**src/rtl/timer_counter.sv**
```systemverilog
// Programmable down-counting timer with bus-mapped CTRL/PRESET/COUNT and a maskable interrupt.
// Define TIMER_AUTO_RELOAD_EN to support auto-reload mode (CTRL.Mode=01).
module timer_counter (
    input  logic        clk,
    input  logic        reset,
    input  logic [1:0]  addr,
    input  logic        we,
    input  logic [31:0] din,
    output logic [31:0] dout,
    output logic        irq
);

    typedef enum logic [1:0] {
        StIdle = 2'd0,
        StLoad = 2'd1,
        StCnt  = 2'd2,
        StInt  = 2'd3
    } state_e;

`ifdef TIMER_AUTO_RELOAD_EN
    localparam logic [3:0] CtrlMask = 4'b1111;
`else
    // Mode bits never store a 1 and read back as 0.
    localparam logic [3:0] CtrlMask = 4'b1001;
`endif

    state_e      state_q, state_d;
    logic [3:0]  ctrl_q, ctrl_d;
    logic [31:0] preset_q, preset_d;
    logic [31:0] count_q, count_d;
    logic        flag_q, flag_d;

    logic        enable;
    logic        im;
    logic        auto_reload;

    assign enable = ctrl_q[0];
    assign im     = ctrl_q[3];

`ifdef TIMER_AUTO_RELOAD_EN
    assign auto_reload = (ctrl_q[2:1] == 2'b01);
`else
    assign auto_reload = 1'b0;
`endif

    always_ff @(posedge clk or posedge reset) begin
        if (reset) begin
            state_q  <= StIdle;
            ctrl_q   <= 4'd0;
            preset_q <= 32'd0;
            count_q  <= 32'd0;
            flag_q   <= 1'b0;
        end else begin
            state_q  <= state_d;
            ctrl_q   <= ctrl_d;
            preset_q <= preset_d;
            count_q  <= count_d;
            flag_q   <= flag_d;
        end
    end

    always_comb begin
        state_d  = state_q;
        ctrl_d   = ctrl_q;
        preset_d = preset_q;
        count_d  = count_q;
        flag_d   = flag_q;

        unique case (state_q)
            StIdle: begin
                if (enable) state_d = StLoad;
            end
            StLoad: begin
                count_d = preset_q;
                flag_d  = 1'b0;
                state_d = StCnt;
            end
            StCnt: begin
                if (!enable) begin
                    state_d = StIdle;
                end else if (count_q == 32'd0) begin
                    state_d = StInt;
                    flag_d  = 1'b1;
                end else begin
                    count_d = count_q - 32'd1;
                end
            end
            StInt: begin
                if (auto_reload) begin
                    // Drop the flag on leaving INT so the reload pulse is one cycle wide.
                    state_d = StLoad;
                    flag_d  = 1'b0;
                end else begin
                    ctrl_d[0] = 1'b0;
                    state_d   = StIdle;
                end
            end
            default: state_d = StIdle;
        endcase

        // Bus writes override the hardware Enable clear and the flag update.
        if (we) begin
            case (addr)
                2'd0: begin
                    ctrl_d = din[3:0] & CtrlMask;
                    flag_d = 1'b0;
                end
                2'd1:    preset_d = din;
                default: ;
            endcase
        end
    end

    always_comb begin
        dout = 32'd0;
        case (addr)
            2'd0:    dout = {28'd0, ctrl_q};
            2'd1:    dout = preset_q;
            2'd2:    dout = count_q;
            default: dout = 32'd0;
        endcase
    end

    assign irq = flag_q & im;

endmodule

```
**config.mk**
```make
export PLATFORM = sky130hd
export DESIGN_NAME = timer_counter
export DESIGN_NICKNAME = d
export VERILOG_FILES = /design/src/rtl/timer_counter.sv
export SDC_FILE = /design/constraint.sdc
export NUM_CORES = 1
export LEC_CHECK = 0
export CAP_MARGIN = 40
export CORE_UTILIZATION = 40
export DETAILED_ROUTE_END_ITERATION = 8
export MAX_ROUTING_LAYER = met4
export PLACE_DENSITY_LB_ADDON = 0.3
export SLEW_MARGIN = 0
export SYNTH_ARGS = -nofsm -noshare
export SYNTH_HDL_FRONTEND = slang
export SYNTH_SLANG_ARGS = --single-unit
export TNS_END_PERCENT = 1
```
**constraint.sdc**
```tcl
create_clock -name clk -period 2.5 [get_ports clk]
set_input_delay 0.375 -clock clk [delete_from_list [all_inputs] [get_ports clk]]
set_output_delay 0.375 -clock clk [all_outputs]
set_load 0.02 [all_outputs]
```
# After elaboration in Yosys (flattened, before gate mapping)
# Index checks and enable logic that the tools add are counted.
# totals
ff_bits	69
word_cells	41
# classes
addsub	1
eq_ne	9
n_mux	16
n_bitwise	1
n_reduce_logical	8
# op_table
op	n
$pmux 32 s3	1
$mux 32	2
$pmux 32 s2	1
$logic_not 32->1	1
$sub 32x1->32 const B	1
$pmux 2 s4	1
$mux 1	7
$eq 2x2->1 const B	3
$mux 2	3
$ne 2x2->1 const B	3
$reduce_and 2->1	3
$eq 2x1->1 const B	2
$logic_not 2->1	2
$ne 3x3->1 const B	1
$reduce_and 3->1	1
$pmux 1 s2	1
$reduce_bool 2->1	1
$and 1x1->1	1

# Depth between registers and ports, before layout
# logic_depth
ltp_word	6
ltp_mapped	9

# Worst setup path before layout
# OpenSTA, ideal clock, no wires.
# synth_timing
path_type	reg-to-reg
startpoint	reg count_q[8]
endpoint	reg count_q[13]
t_arrival_ns	1.971
required_time_ns	2.363
path_slack_ns	0.392
stages_incl_launch_ff	8
period_less_slack_ns	2.108
cell_sequence	dfrtp_1 nor4_4 nand4_1 or4_4 buf_6 buf_6 a31oi_1 a21oi_1
# synth_between
elab_chain_len	4
# synth_lines
item	line	text
start: declaration	30	logic [31:0] count_q, count_d;
start signal: assignment	57	count_q <= count_d;
$sub 32x1->32	85	count_d = count_q - 32'd1;
$mux 32	81	end else if (count_q == 32'd0) begin
$mux 32	79	if (!enable) begin
$pmux 32 s2	69	unique case (state_q)
# Parallel ways exist; a longest one is shown, timed or not. The select of a mux whose other input is x is not followed.
# A chain may end at the register's enable or synchronous reset.

# Final worst setup path
# layout_timing
startpoint	in addr[0]
endpoint	out dout[30]
# layout_between
elab_chain_len	2
# layout_lines
item	line	text
start: declaration	6	input logic [1:0] addr,
$eq 2x2->1 (tied with other cells)	116	case (addr)
$pmux 32 s3 (*)	116	
end: declaration	9	output logic [31:0] dout,
# Every way passes the cells marked *; elsewhere a longest branch is shown, timed or not.

==> summary.txt <==
Outcome
  – Status: complete, no violations

Die
  – Die extent in y: 103.4 µm
  – DIE WIDTH: 103.4 µm
  – Top Ports: 70
  – Initial Util: 41.65%
  – FP Rows: 36
  – Die area: 10680 µm²
  – Core Area: 9864 µm²

Placement
  – Placed cell areas: between 5000 and 6000 µm²
  – IO Port Bufs: 69
  – Global placer's final weighted congestion: 0.8914
  – DP HPWL: 7.684 mm
  – DP Cell Count: around 630

Setup path
  – FF-to-FF setup slack: 0.21 ns
  – Worst path slowest cell: clkdlybuf4s50_1
  – Worst setup path end: dout[30]
  – WS Path Type: input port to output pin
  – Setup crit end kind: output pin
  – Critical Path RT: between 2 and 2.5 ns
  – RR Startpoint: count_q[2]
  – Crit path DAT: 2.12 ns
  – R2R depth: 6
  – Crit-path cells: clkdlybuf4s50_1, buf_4, nor2b_2, buf_4, a22o_1, clkdlybuf4s50_1
  – Critical Path Source: addr[0]
  – Worst R2R End: count_q[11]
  – Peak fanout along the critical path: 13
  – CP Launch Type: input port
  – Slowest stage delay, CP: around 0.6 ns

Synth
  – Top cells by area, synth: dfrtp_1 42%, mux2_2 9.0%, a22o_1 6.4%
  – Yosys top cell area share: a little over two fifths
  – Syn Inst Count: 422
  – Asr flop ratio synth: 100.0%
  – Net Count, Synth: 465
  – Seq/Total Area, Yosys: 42.02%
  – Count of state elements after synthesis: 69
  – Post-synth EDFFs: 0
  – Syn Area/Cell: between 9 and 10 µm²
  – Post-synth top flop: dfrtp_1
  – Area leader, netlist: dfrtp_1
  – Syn Std Cell Area: approximately 4100 µm²
  – Ys Warns: 0
  – Synth cell types: 49

Global routing
  – First-pass GRT wire length: 17.94 mm
  – Number of global-route vias before repair: 3692
  – Initial antenna violation count: 0
  – Total gr overflow: 0
  – Total GRT Usage: 22.62%
  – Largest net degree at the start of global routing: 70

Timing
  – Count of final setup violators: 0
  – Worst Max-Slew Pin Slew: 0.4659 ns
  – Final hold vios: 0
  – Relative slew margins: 68.83%
  – Tcrit/Tclk final: 99.81%
  – Final Skew: 0.009716 ns
  – Hold slack: 0.4068 ns
  – Post-layout min period: around 2.5 ns
  – Achievable Freq: 0.4008 GHz
  – RSZ-0062 raised after global routing: yes
  – Setup_tns: 0 ns
  – Slew Limit Fails: 0

Clock tree
  – Root Driver: clkbuf_8
  – Postcts setup bufs: 0
  – Total CTS buffers: 9
  – Clk buf depth: 2
  – Clock sink count: 69
  – Clk_lat worst skew: 0.36 ns
  – H-tree Lvls: 3
  – CTS tree: done
  – Clk slew on worst S/H paths: 0.07 ns

Final layout
  – Fraction of layout cells with a size suffix above 1: approximately 19%
  – ANT cells: 0
  – Most frequent cells in the layout: 69 x dfrtp_1, 43 x clkdlybuf4s50_1, 33 x mux2_2, 33 x buf_4, 30 x a22o_1
  – Final instance area: 5391 µm²
  – Post-Layout Cell Count: 644
  – Final net count: 549
  – Most common cell after layout, fill and taps aside: dfrtp_1
  – Area grow syn2layout: 31.21%

Detailed routing
  – WL final: 11.23 mm
  – Avg WL per Cell: 17.44 µm
  – Routed Antenna Nets: 0
  – Post-DR vias/cell: roughly 6
  – Starting DRT DRC Count: 227
  – # DRC: 0
  – Total iterations of the first detailed-routing run: 4
  – Routed vias: 3776

Pwr
  – Power density over the cells: ~1100 nW/µm²
  – Static Leak: 0.002435 µW
  – Peak VDD IR: 426.0 µV
  – Final Power: 5673 µW

Worst hold path
  – Hold Crit Class: input port to async pin

Run
  – Number of max-cap violations: 0
==> worst max-delay path, delay by kind of cell <==
kind,cells,cell delay [ns]
AO/OA/AOI/OAI,1,0.15
AND/OR/NAND/NOR,1,0.17
buffers and inverters,4,1.42
==> stage by stage <==
stage / setup slack, ns / util [%]
3_3_place_gp: -0.04958 / 51.92
6_report: 0.004783 / 54.66
4_1_cts: 0.0005955 / 54.05
3_5_place_dp: -0.05524 / 51.99
5_1_grt: -0.04230 / 54.66
2_1_floorplan: 0.3851 / -
==> area by class of cell <==
type	count	area (µm²)
flip-flops and latches	69	1727
inverters	9	33.78
well taps	133	166.4
fillers	884	4473
clock buffers	11	141.4
repair buffers	105	1047
clock inverters	5	60.06
multi-input cells	312	2216
==> how the worst min path moves through the flow <==
stage                 startpoint     endpoint  cells past startpoint
floorplan           preset_q[24]  count_q[24]                      2
global placement       ctrl_q[3]    ctrl_q[3]                      1
detailed placement     ctrl_q[3]    ctrl_q[3]                      1
CTS                        reset  count_q[20]                      3
global route               reset  count_q[23]                      3
finish                     reset  preset_q[0]                      3
==> flip-flops by register name, summed over array words and instances (netlist names) <==
register,cells
count_q,32
preset_q,32
ctrl_q,2
state_q,2
flag_q,1
==> cell families (layout without fill, tap and decap cells) <==
| family | Yosys count | in the layout | share of synthesized area (%) |
|---|---|---|---|
| buffers and inverters | 41 | 130 | 4.232 |
| adder cells (fa/ha/maj) | 6 | 6 | 1.827 |
| flip-flops | 69 | 69 | 42.02 |
| multiplexers | 46 | 46 | 12.21 |
| AO/OA/AOI/OAI | 131 | 131 | 21.86 |
| XOR/XNOR | 1 | 1 | 0.2132 |
| AND/OR/NAND/NOR | 128 | 128 | 17.63 |
==> repair_timing <==
item,CTS,global route
hold buffers,0,0
gates resized for setup,3,24
setup endpoints to repair,17,28
endpoints found under the hold margin,0,0
==> power by group <==
group          leakage (µW)  internal, µW  switching [µW]
Clock             0.0000995           490             442
Sequential         0.000824          1510             534
Combinational       0.00151          1230            1470
Total               0.00243          3220            2450
==> synth_stat cells (all sizes together), types with 3 or more instances <==
library cell / instances
ha: 6
or2: 3
nor2b: 6
a211oi: 6
o2bb2ai: 4
dfrtp: 69
nand3: 11
a31oi: 13
buf: 10
nor3: 15
o21ai: 30
mux2i: 13
and2: 4
a21oi: 21
nand2b: 4
nor4: 17
mux2: 33
clkbuf: 22
nand2: 26
nand4: 6
inv: 8
o22ai: 4
nor2: 28
o31ai: 4
a41o: 3
a22o: 30
==> metal layers <==
metal / up-vias / wire, µm / global-route usage (%)
met3: 22 / 596 / 4.301
met4: 0 / 214 / 8.451
met1: 1866 / 5175 / 29.71
met5: - / 0 / -
met2: 118 / 5246 / 34.69
li1: 1770 / - / -
(Power assumes the default switching activity.)
